File: config.mk
export PLATFORM = sky130hd
export DESIGN_NAME = signal_gen_multichannel
export DESIGN_NICKNAME = d
export VERILOG_FILES = /design/src/rtl/signal_gen_multichannel.sv
export SDC_FILE = /design/constraint.sdc
export NUM_CORES = 2
export LEC_CHECK = 0
export ABC_AREA = 1
export CAP_MARGIN = 5
export CELL_PAD_IN_SITES_DETAIL_PLACEMENT = 1
export CELL_PAD_IN_SITES_GLOBAL_PLACEMENT = 1
export CORE_ASPECT_RATIO = 1.75
export CORE_MARGIN = 8
export CORE_UTILIZATION = 44
export CTS_CLUSTER_SIZE = 20
export DETAILED_ROUTE_END_ITERATION = 10
export PLACE_DENSITY = 0.88
export SYNTH_ARGS = -nofsm -noshare
export SYNTH_HDL_FRONTEND = slang
export SYNTH_SLANG_ARGS = --single-unit
export TNS_END_PERCENT = 10
File: constraint.sdc
create_clock -name clk -period 5.5 [get_ports clk]
set_input_delay 1.1 -clock clk [delete_from_list [all_inputs] [get_ports clk]]
set_output_delay 1.1 -clock clk [all_outputs]
set_load 0.02 [all_outputs]
File: src/rtl/signal_gen_multichannel.sv
// Multichannel pulse generator: per-channel high/low phases and a period count.
// Optional SIGGEN_INVERT_EN adds a per-channel output polarity latched at start.
module signal_gen_multichannel #(
  parameter int NUM_CHANNELS = 8
) (
  input  logic                       clk,
  input  logic                       rst,
  input  logic [NUM_CHANNELS-1:0]    gen_start,
  input  logic [NUM_CHANNELS-1:0]    gen_stop,
  input  logic [NUM_CHANNELS*16-1:0] high_time,
  input  logic [NUM_CHANNELS*16-1:0] low_time,
  input  logic [NUM_CHANNELS*16-1:0] pulse_count,
`ifdef SIGGEN_INVERT_EN
  input  logic [NUM_CHANNELS-1:0]    gen_invert,
`endif
  output logic [NUM_CHANNELS-1:0]    gen_pin,
  output logic [NUM_CHANNELS-1:0]    gen_busy,
  output logic [NUM_CHANNELS-1:0]    gen_done
);

  typedef enum logic [1:0] {
    IDLE = 2'd0,
    HIGH = 2'd1,
    LOW  = 2'd2
  } state_t;

  for (genvar ch = 0; ch < NUM_CHANNELS; ch++) begin : g_ch
    state_t      state, state_n;
    logic [15:0] phase, phase_n;
    logic [15:0] periods, periods_n;
    logic [15:0] sh_high, sh_high_n;
    logic [15:0] sh_low, sh_low_n;
    logic [15:0] sh_count, sh_count_n;
    logic        inv, inv_n;
    logic        pin, pin_n;
    logic        busy, busy_n;
    logic        done, done_n;
    logic        inv_in;
    logic [15:0] hi_in, lo_in, cnt_in;

    assign hi_in  = high_time[ch*16 +: 16];
    assign lo_in  = low_time[ch*16 +: 16];
    assign cnt_in = pulse_count[ch*16 +: 16];
`ifdef SIGGEN_INVERT_EN
    assign inv_in = gen_invert[ch];
`else
    assign inv_in = 1'b0;
`endif

    always_comb begin
      state_n    = state;
      phase_n    = phase;
      periods_n  = periods;
      sh_high_n  = sh_high;
      sh_low_n   = sh_low;
      sh_count_n = sh_count;
      inv_n      = inv;
      done_n     = 1'b0;
      unique case (state)
        IDLE: begin
          if (gen_start[ch] && !gen_stop[ch] &&
              hi_in != 16'd0 && lo_in != 16'd0) begin
            state_n    = HIGH;
            phase_n    = 16'd1;
            periods_n  = 16'd0;
            sh_high_n  = hi_in;
            sh_low_n   = lo_in;
            sh_count_n = cnt_in;
            inv_n      = inv_in;
          end
        end
        HIGH: begin
          if (gen_stop[ch]) begin
            state_n = IDLE;
            done_n  = 1'b1;
          end else if (phase == sh_high) begin
            state_n = LOW;
            phase_n = 16'd1;
          end else begin
            phase_n = phase + 16'd1;
          end
        end
        LOW: begin
          if (gen_stop[ch]) begin
            state_n = IDLE;
            done_n  = 1'b1;
          end else if (phase == sh_low) begin
            // period counter wraps freely in continuous mode
            periods_n = periods + 16'd1;
            phase_n   = 16'd1;
            if (sh_count != 16'd0 && periods_n == sh_count) begin
              state_n = IDLE;
              done_n  = 1'b1;
            end else begin
              state_n = HIGH;
            end
          end else begin
            phase_n = phase + 16'd1;
          end
        end
        default: state_n = IDLE;
      endcase
      pin_n  = (state_n == HIGH) ^ inv_n;
      busy_n = (state_n != IDLE);
    end

    always_ff @(posedge clk) begin
      if (rst) begin
        state    <= IDLE;
        phase    <= 16'd0;
        periods  <= 16'd0;
        sh_high  <= 16'd0;
        sh_low   <= 16'd0;
        sh_count <= 16'd0;
        inv      <= 1'b0;
        pin      <= 1'b0;
        busy     <= 1'b0;
        done     <= 1'b0;
      end else begin
        state    <= state_n;
        phase    <= phase_n;
        periods  <= periods_n;
        sh_high  <= sh_high_n;
        sh_low   <= sh_low_n;
        sh_count <= sh_count_n;
        inv      <= inv_n;
        pin      <= pin_n;
        busy     <= busy_n;
        done     <= done_n;
      end
    end

    assign gen_pin[ch]  = pin;
    assign gen_busy[ch] = busy;
    assign gen_done[ch] = done;
  end

endmodule

==> flow_metrics.env <==
export IMPL_clk_pin_slew_ns=0.06
export IMPL_instances_no_fill=6806
export IMPL_tightest_slew_ns=1.162
export IMPL_muxShareOfSynthArea_pct=0
export IMPL_fin_setup_tns_ns=0
export IMPL_fin_util_pct=52.76
export IMPL_end_kind="flop"
export IMPL_fill_cells=10790
export IMPL_path_cells="clkdlybuf4s50_1 > nor4_1 > nand4_1 > nand4_1 > a22oi_1 > nand2_1 > inv_1 > a21oi_1 > nand2_1 > nor2_1"
export IMPL_postLayoutCellArea_sq_um=43710
export IMPL_post_route_worst_setup_slack_ns=1.700
export IMPL_ctsRootBufferMaster="clkbuf_16"
export IMPL_drive_gt1_share_pct=3.576
export IMPL_synthAdderAreaFrac_pct=1.746
export IMPL_hold_buffers=0
export IMPL_antenna_found_initial=12
export IMPL_worstHoldPathType="reg2reg"
export IMPL_grt_overflow=0
export IMPL_pin_count=426
export IMPL_hpwl_microns=92010
export IMPL_avgRoutedWirePerCell_microns=18.19
export IMPL_skew_ns=0.02445
export IMPL_portBuffers=425
export IMPL_htree_num_levels=3
export IMPL_fmax_mhz=263.1
export IMPL_yosys_warnings=0
export IMPL_die_area_sq_um=92920
export IMPL_r2r_end="g_ch[2].phase[11]"
export IMPL_syn_avg_cell_area_sq_um=6.784
export IMPL_routed_wl_microns=123800
export IMPL_vias=36910
export IMPL_fp_row_count=140
export IMPL_cts_setup_buffers=0
export IMPL_cap_violations=0
export IMPL_power_density_nw_per_um2=283.8
export IMPL_placed_area_sq_um=41350
export IMPL_power_mw=12.40
export IMPL_p_leak_nw=17.55
export IMPL_netlist_instances=5388
export IMPL_die_w_microns=233.9
export IMPL_ant_nets=0
export IMPL_crit_buf_inv=2
export IMPL_grt_util_all_layers_pct=25.87
export IMPL_grt_pass1_wl_microns=196200
export IMPL_syn_nets=5841
export IMPL_cp_required_ns=6.08
export IMPL_cts_sinks=688
export IMPL_status="finished clean"
export IMPL_place_gp_congestion=0.8834
export IMPL_reg2reg_setup_slack_ns=2.36
export IMPL_clockBufferDepth=3
export IMPL_finalMaxSlewViolations=0
export IMPL_relSlewSlack_pct=22.12
export IMPL_synthXorXnorAreaFrac_pct=8.208
export IMPL_crit_type="in2reg"
export IMPL_period_minus_slack_ns=3.800
export IMPL_fp_dieH_microns=397.3
export IMPL_grt_setup_unrepaired="no"
export IMPL_holdWs_ns=0.4475
export IMPL_ys_types=55
export IMPL_r2r_start="g_ch[2].state[0]"
export IMPL_whs_path_depth=2
export IMPL_grt_max_degree=147
export IMPL_post_route_period_util_pct=69.10
export IMPL_fin_nets=6133
export IMPL_first_pass_iters=5
export IMPL_crit_family="simple AND/OR/NAND/NOR gates"
export IMPL_critical_path_arrival_ns=4.38
export IMPL_cp_start_kind="input port"
export IMPL_hold_viol=0
export IMPL_crit_path_max_incr_delay_ns=0.77
export IMPL_synth_simple_gate_area_share_pct=29.64
export IMPL_clk_latency_ns=0.66
export IMPL_report_final_setup_viol=0
export IMPL_crit_fanout=17
export IMPL_grt_pass1_vias=39200
export IMPL_hold_start="g_ch[2].inv"
export IMPL_irDropWorstVdd_mv=0.2553
export IMPL_layout_common_cells="1026 x nor2_1, 1021 x nand2_1, 688 x dfxtp_1"
export IMPL_r2r_cells=9
export IMPL_syn_area_sq_um=36550
export IMPL_start_util_pct=44.12
export IMPL_postCtsResizedCells=0
export IMPL_drtIter0Drc=1499
export IMPL_area_growth_pct=19.59
export IMPL_dp_slack_ns=1.072
export IMPL_cts_tree="done"
export IMPL_ys_seq_area_share_pct=37.68
export IMPL_avgViaCountPerCell=5.423
export IMPL_cp_slowest_cell="a21oi_1"
export IMPL_synth_edff_count=0
export IMPL_place_inst=6671
export IMPL_postSynth_asyncResetShare_pct=0
export IMPL_synth_compound_area_share_pct=14.65
export IMPL_ys_flop_type="dfxtp_1"
export IMPL_synth_top_family_by_area="simple AND/OR/NAND/NOR gates"
export IMPL_ys_ff_latch=688
export IMPL_drc=0
export IMPL_coreArea_sq_um=82850
export IMPL_min_to="g_ch[2].inv"
export IMPL_numCtsBuffers=72
export IMPL_final_common_cell="nor2_1"
## final cells by class
| type | instances | area (sq um) | share of cell area, % |
|---|---|---|---|
| flip-flops and latches | 688 | 13770 | 31.51 |
| multi-input cells | 3951 | 19840 | 45.38 |
| repair buffers | 451 | 4463 | 10.21 |
| clock buffers | 102 | 2066 | 4.726 |
| well taps | 1065 | 1333 | 3.048 |
| clock inverters | 24 | 272.8 | 0.6240 |
| diodes | 9 | 22.52 | 0.05152 |
| inverters | 516 | 1944 | 4.448 |
## logic make-up after synthesis
group	after synthesis
AND/OR/NAND/NOR	2596
buffers and inverters	749
flip-flops	688
adder cells (fa/ha/maj)	51
XOR/XNOR	322
AO/OA/AOI/OAI	982
## cell usage after synthesis (3+ instances only)
cell type | instances | share of area [%]
a211oi_1 | 79 | 1.6
clkbuf_1 | 170 | 1.7
xor2_1 | 103 | 2.5
nor2_2 | 13 | 0.22
o21a_1 | 8 | 0.16
nor3_2 | 10 | 0.27
nand3_1 | 258 | 3.5
a21o_1 | 3 | 0.062
a21oi_1 | 299 | 4.1
inv_1 | 500 | 5.1
nand2_2 | 5 | 0.086
o21ai_1 | 10 | 0.14
nand3b_1 | 21 | 0.43
clkbuf_2 | 8 | 0.11
xnor3_1 | 12 | 0.74
nor2_1 | 1028 | 11
or2_2 | 7 | 0.12
ha_1 | 51 | 1.7
dfxtp_1 | 688 | 38
a31oi_1 | 38 | 0.65
nand2_1 | 1021 | 10
buf_2 | 27 | 0.37
buf_4 | 26 | 0.53
nor3_1 | 68 | 0.93
nor4_1 | 19 | 0.33
o22ai_1 | 4 | 0.068
a41oi_1 | 3 | 0.072
o2111ai_1 | 5 | 0.12
o21ai_0 | 496 | 6.8
o211a_1 | 4 | 0.11
a221oi_1 | 9 | 0.22
o211ai_1 | 11 | 0.23
inv_2 | 14 | 0.14
xnor2_1 | 206 | 4.9
nand4_1 | 123 | 2.1
nor3b_1 | 6 | 0.12
o21bai_1 | 5 | 0.10
## per-layer routing
layer | GRT usage (%) | vias up | part of all wire (%)
met5 | 0 | - | 0.048
met1 | 26.44 | 17730 | 38
li1 | - | 18090 | -
met2 | 49.56 | 793 | 53
met4 | 13.26 | 10 | 4.6
met3 | 4.181 | 290 | 4.6
## worst max path at each step
| stage | startpoint | endpoint | cells past startpoint |
|---|---|---|---|
| after floorplan | low_time[50] | g_ch[3].phase[6] | 14 |
| after global placement | high_time[16] | g_ch[1].phase[1] | 10 |
| after detailed placement | high_time[16] | g_ch[1].phase[13] | 10 |
| after CTS | high_time[16] | g_ch[1].phase[9] | 10 |
| after global routing | high_time[16] | g_ch[1].phase[11] | 10 |
| final | high_time[16] | g_ch[1].phase[9] | 10 |
## where the power goes
group,switching (mW),internal (mW),total (mW)
combinational,1.11,0.795,1.90
sequential,0.245,5.27,5.52
clock,2.17,2.82,4.99
total,3.52,8.88,12.4
## tightest hold or removal path, cell delays in order, from the launching register on
cell	delay [ns]
dfxtp_1	0.30
nand2_1	0.07
nor2_1	0.04
## state kept, by name (all words and copies together) (netlist names)
register / count
g_ch.state: 16
g_ch.periods: 128
g_ch.pin: 8
g_ch.inv: 8
g_ch.sh_count: 128
g_ch.busy: 8
g_ch.phase: 128
g_ch.sh_low: 128
g_ch.done: 8
g_ch.sh_high: 128
No activity file was read; power rests on OpenSTA's default activity.
